$ cat config.mk
export PLATFORM = sky130hd
export DESIGN_NAME = serial_tx_piso
export DESIGN_NICKNAME = d
export VERILOG_FILES = /design/src/rtl/serial_tx_piso.sv
export SDC_FILE = /design/constraint.sdc
export NUM_CORES = 1
export LEC_CHECK = 0
export ABC_AREA = 1
export BUFFER_PORTS_ARGS = -buffer_cell sky130_fd_sc_hd__buf_2
export CORE_MARGIN = 2
export CORE_UTILIZATION = 28
export DETAILED_ROUTE_END_ITERATION = 6
export PLACE_DENSITY_LB_ADDON = 0.15
export SETUP_SLACK_MARGIN = 0.3
export SYNTH_ARGS = -nofsm -noshare
export SYNTH_HDL_FRONTEND = slang
export SYNTH_SLANG_ARGS = --single-unit
$ cat constraint.sdc
create_clock -name clk -period 1.5 [get_ports clk]
set_input_delay 0.225 -clock clk [delete_from_list [all_inputs] [get_ports clk]]
set_output_delay 0.225 -clock clk [all_outputs]
set_load 0.005 [all_outputs]
$ cat src/rtl/serial_tx_piso.sv
// serial_tx_piso: parallel-in/serial-out transmitter with a one-word holding
// buffer. Words enter over a valid/ready handshake and leave one bit per clock
// on sout, framed by sout_valid and sout_last. A word can be held while the
// current one shifts, so consecutive words are sent with no idle cycle.
module serial_tx_piso #(
  parameter int WIDTH     = 8,
  parameter bit MSB_FIRST = 1'b1
) (
  input  logic             clk,
  input  logic             rst,
  input  logic [WIDTH-1:0] din,
  input  logic             din_valid,
  output logic             din_ready,
  output logic             sout,
  output logic             sout_valid,
  output logic             sout_last,
  output logic             busy
);

  localparam int CW = $clog2(WIDTH);
  localparam logic [CW-1:0] LAST_IDX = CW'(WIDTH - 1);

  typedef enum logic {
    IDLE  = 1'b0,
    SHIFT = 1'b1
  } state_t;

  state_t           state, state_nxt;
  logic [WIDTH-1:0] shreg, shreg_nxt;
  logic [WIDTH-1:0] hold, hold_nxt;
  logic             hold_full, hold_full_nxt;
  logic [CW-1:0]    cnt, cnt_nxt;
  logic             accept;
  logic             at_last;

  // Advance the shift register by one bit toward the transmitting end.
  function automatic logic [WIDTH-1:0] shift_once(input logic [WIDTH-1:0] v);
    if (MSB_FIRST) return {v[WIDTH-2:0], 1'b0};
    else           return {1'b0, v[WIDTH-1:1]};
  endfunction

  // Pick the bit currently on the line from the shift register.
  function automatic logic line_bit(input logic [WIDTH-1:0] v);
    if (MSB_FIRST) return v[WIDTH-1];
    else           return v[0];
  endfunction

  // The holding buffer is the only thing that can refuse a word.
  assign accept  = din_valid && !hold_full;
  assign at_last = (state == SHIFT) && (cnt == LAST_IDX);

  // Outputs depend on registered state only; nothing from din reaches them.
  assign din_ready  = !hold_full;
  assign busy       = (state == SHIFT) || hold_full;
  assign sout_valid = (state == SHIFT);
  assign sout_last  = at_last;
  assign sout       = (state == SHIFT) && line_bit(shreg);

  // State, shift register, counter and holding buffer; reset discards everything.
  always_ff @(posedge clk or negedge rst) begin
    if (!rst) begin
      state     <= IDLE;
      shreg     <= '0;
      hold      <= '0;
      hold_full <= 1'b0;
      cnt       <= '0;
    end else begin
      state     <= state_nxt;
      shreg     <= shreg_nxt;
      hold      <= hold_nxt;
      hold_full <= hold_full_nxt;
      cnt       <= cnt_nxt;
    end
  end

  // Next-state logic: load, shift, reload from hold or direct input, or stop.
  always_comb begin
    state_nxt     = state;
    shreg_nxt     = shreg;
    hold_nxt      = hold;
    hold_full_nxt = hold_full;
    cnt_nxt       = cnt;
    unique case (state)
      IDLE: begin
        if (accept) begin
          shreg_nxt = din;
          cnt_nxt   = '0;
          state_nxt = SHIFT;
        end
      end
      SHIFT: begin
        if (!at_last) begin
          shreg_nxt = shift_once(shreg);
          cnt_nxt   = cnt + CW'(1);
          if (accept) begin
            hold_nxt      = din;
            hold_full_nxt = 1'b1;
          end
        end else if (hold_full) begin
          // Held word follows immediately; din_ready is low so nothing new enters.
          shreg_nxt     = hold;
          hold_full_nxt = 1'b0;
          cnt_nxt       = '0;
        end else if (accept) begin
          // Hold is empty, so a word arriving on the final bit bypasses it.
          shreg_nxt = din;
          cnt_nxt   = '0;
        end else begin
          shreg_nxt = '0;
          cnt_nxt   = '0;
          state_nxt = IDLE;
        end
      end
      default: state_nxt = IDLE;
    endcase
  end

endmodule

==> impl_results.md <==
- Status: finished, final reports clean
- GR peak layer: met2
- WHS: 0.223 ns
- Final hold violations: 0
- Max-cap violations: 0
- CP max stage cell: dfrtp_1
- Final #Nets: 203
- Worst EP required: 1.27 ns
- Initial antenna violation count: 0
- Worst EP arrival: 1.24 ns
- Skew final: 0.00238 ns
- Met3 GRT Util: 0.0216
- I/O pin cnt: 16
- Most frequent cells in the layout: 49 x nand2_1, 20 x dfrtp_1, 17 x nand3_2
- Worst hold stages: 3
- Commonest non-fill, non-tap cell in the layout: nand2_1
- Synth cell types: 22
- Slew HR: 0.666
- Hold crit path type: input pin to flip-flop
- Comb pwr share: 0.628
- Layout cells sized above 1: 0.492
- Clk root buf: clkbuf_8
- DR WL/cell: 14.6 um
- Total Power: 0.00376 W
- First-pass GRT wire length: 5.69 mm
- Reg power frac: 0.270
- Post-synthesis cell count: 154
- DRC: 0
- R2R cell count: 7
- Leakage power: 0.843 nW
- Avg Vias per Cell: 4.59
- Syn Nets: 167
- Setup violators final: 0
- Critical path's largest stage delay: 0.39 ns
- CTS tree: done
- Mapped Area: 1220 sq um
- Crit path kind: flip-flop to output port
- Core region area: 4260 sq um
- Switching power total: 0.00162 W
- Startpoint Class: flip-flop
- FP Rows: 24
- Syn_area_per_cell: 7.93 sq um
- Register-to-Register Setup Slack: 0.10 ns
- Critical R2R Launch: cnt[0]
- Yosys warns: 0
- GRT Total Usage: 0.146
- Crit Path Max Fanout: 3
- DRT Wirelength: 3.52 mm
- Largest net degree at the start of global routing: 22
- Die height: 70.0 um
- Area Overhead vs Synth: 44.8%
- Routing usage on met2: 0.246
- Post-DP HPWL: 2.18 mm
- CTS Buf Count: 3
- Critical path endpoint category: output port
- Internal power: 0.00215 W
- Antenna-violating nets left: 0
- Number of global-route vias before repair: 1155
- Maximum vdd ir drop: 0.000899 V
- Final max-slew violation count: 0
- Power share of the clock group: 0.102
- Die area: 4910 sq um
- Via count of the routed design: 1105
- Clock Latency Late Sink: 0.26 ns
- PD cells: 2130 nW/um^2
- Clk buf depth: 2
- Sink Count: 21
- Measured slew at the worst slew-check pin: 0.501 ns
- Worst path cell trace: ha_2 > ha_4 > nand2_4 > inv_4 > buf_6
- Pre-antenna DRT Iters: 4
- Final cell count without fillers: 241
- Initial Util: 0.286
- Placed Cells: 219
- Maximum clock frequency: 684 MHz
- Final period util: 0.975
- Hold Path Sink: hold[0]
- RePlAce Congestion: 0.811
- Sequential area share after synthesis: 0.430
- DIE WIDTH: 70.0 um
- Port-buffer cells: 15
- Delay-heaviest family, CP: flip-flops
- DRT iter0 DRCs: 37
- Final Critical Period: 1.46 ns
- Sw Share: 0.430
- Overflow after GRT: 0
- Clock input transition at the sequential cells of the worst setup and hold paths: 0.08 ns
- Hold_sp: din[0]
- # diodes: 0
- RSZ-0062 raised after global routing: yes
- M1 GR Usage: 0.188
- CP bufs+invs: 2
- Yosys reg bits: 21
- Max H-tree Level: 1
- Worst reg2reg endpoint: hold[6]
logic make-up (layout without fill, tap and decap cells):
kind of cell / after synthesis / count (layout) / synth area share
simple gates: 105 / 106 / 0.391
compound gates: 13 / 13 / 0.0840
buf+inv: 13 / 47 / 0.0738
fa+ha+maj: 2 / 2 / 0.0205
flops: 21 / 21 / 0.430
Yosys cell counts (all sizes together):
master / number / area, sq um
nor2: 16 / 62.6
a21oi: 9 / 82.6
ha: 2 / 25.0
buf: 6 / 56.3
o21ai: 4 / 20.0
dfrtp: 21 / 526
inv: 7 / 33.8
nand3: 23 / 150
nand2: 66 / 265
worst max path at each step:
stage / from / to / slack, ns / cells past startpoint
after CTS: cnt[1] / sout_last / 0.02 / 5
after global routing: cnt[1] / sout_last / -0.008 / 5
after floorplan: cnt[0] / cnt[0] / 0.31 / 6
final: cnt[0] / sout_last / 0.04 / 5
after detailed placement: cnt[0] / hold[0] / 0.14 / 6
after global placement: cnt[0] / hold[5] / 0.19 / 6
flip-flops by register name, summed over array words and instances (netlist names):
| name | flops |
|---|---|
| hold | 8 |
| cnt | 3 |
| sout_valid | 1 |
| shreg | 8 |
| hold_full | 1 |
repair_timing:
| item | in CTS | in global routing |
|---|---|---|
| cloned | 1 | 1 |
| setup buffers | 12 | 3 |
| resized for setup | 22 | 33 |
| endpoints found under the hold margin | 21 | 0 |
| hold buffers | 1 | 0 |
| pin swaps | 7 | 9 |
| endpoints found under the setup margin | 23 | 24 |
per-layer routing:
metal,vias up,routed length [um]
met5,-,0
met4,0,48
met3,5,87
met2,15,1810
met1,524,1570
li1,561,-
power groups by stage:
stage | clock [W] | combinational, W | sequential [W]
6_report | 0.000383 | 0.00236 | 0.00102
4_1_cts | 0.000404 | 0.00192 | 0.00100
2_1_floorplan | 0 | 0.00119 | 0.000962
5_1_grt | 0.000428 | 0.00258 | 0.00105
3_3_place_gp | 0 | 0.00141 | 0.00102
3_5_place_dp | 0 | 0.00143 | 0.00102
stage by stage:
step	setup TNS (ns)	util	worst slack [ns]	area, sq um
floorplan	0	-	0.312	1240
global placement	0	0.318	0.191	1360
detailed placement	0	0.318	0.143	1360
CTS	0	0.375	0.0218	1600
global route	-0.00762	0.415	-0.00762	1770
finish	0	0.415	0.0374	1770
tightest hold or removal path, cell delays in order:
cell     delay [ns]
buf_2          0.10
inv_1          0.06
o21ai_1        0.06
final cells by class:
type                    instances  area (sq um)
clock buffers                   4          45.0
fillers                       437          2500
inverters                       7          43.8
multi-input cells             121           772
flip-flops and latches         21           527
well taps                      52          65.1
repair buffers                 36           315
Power figures use the tool's default switching activity.
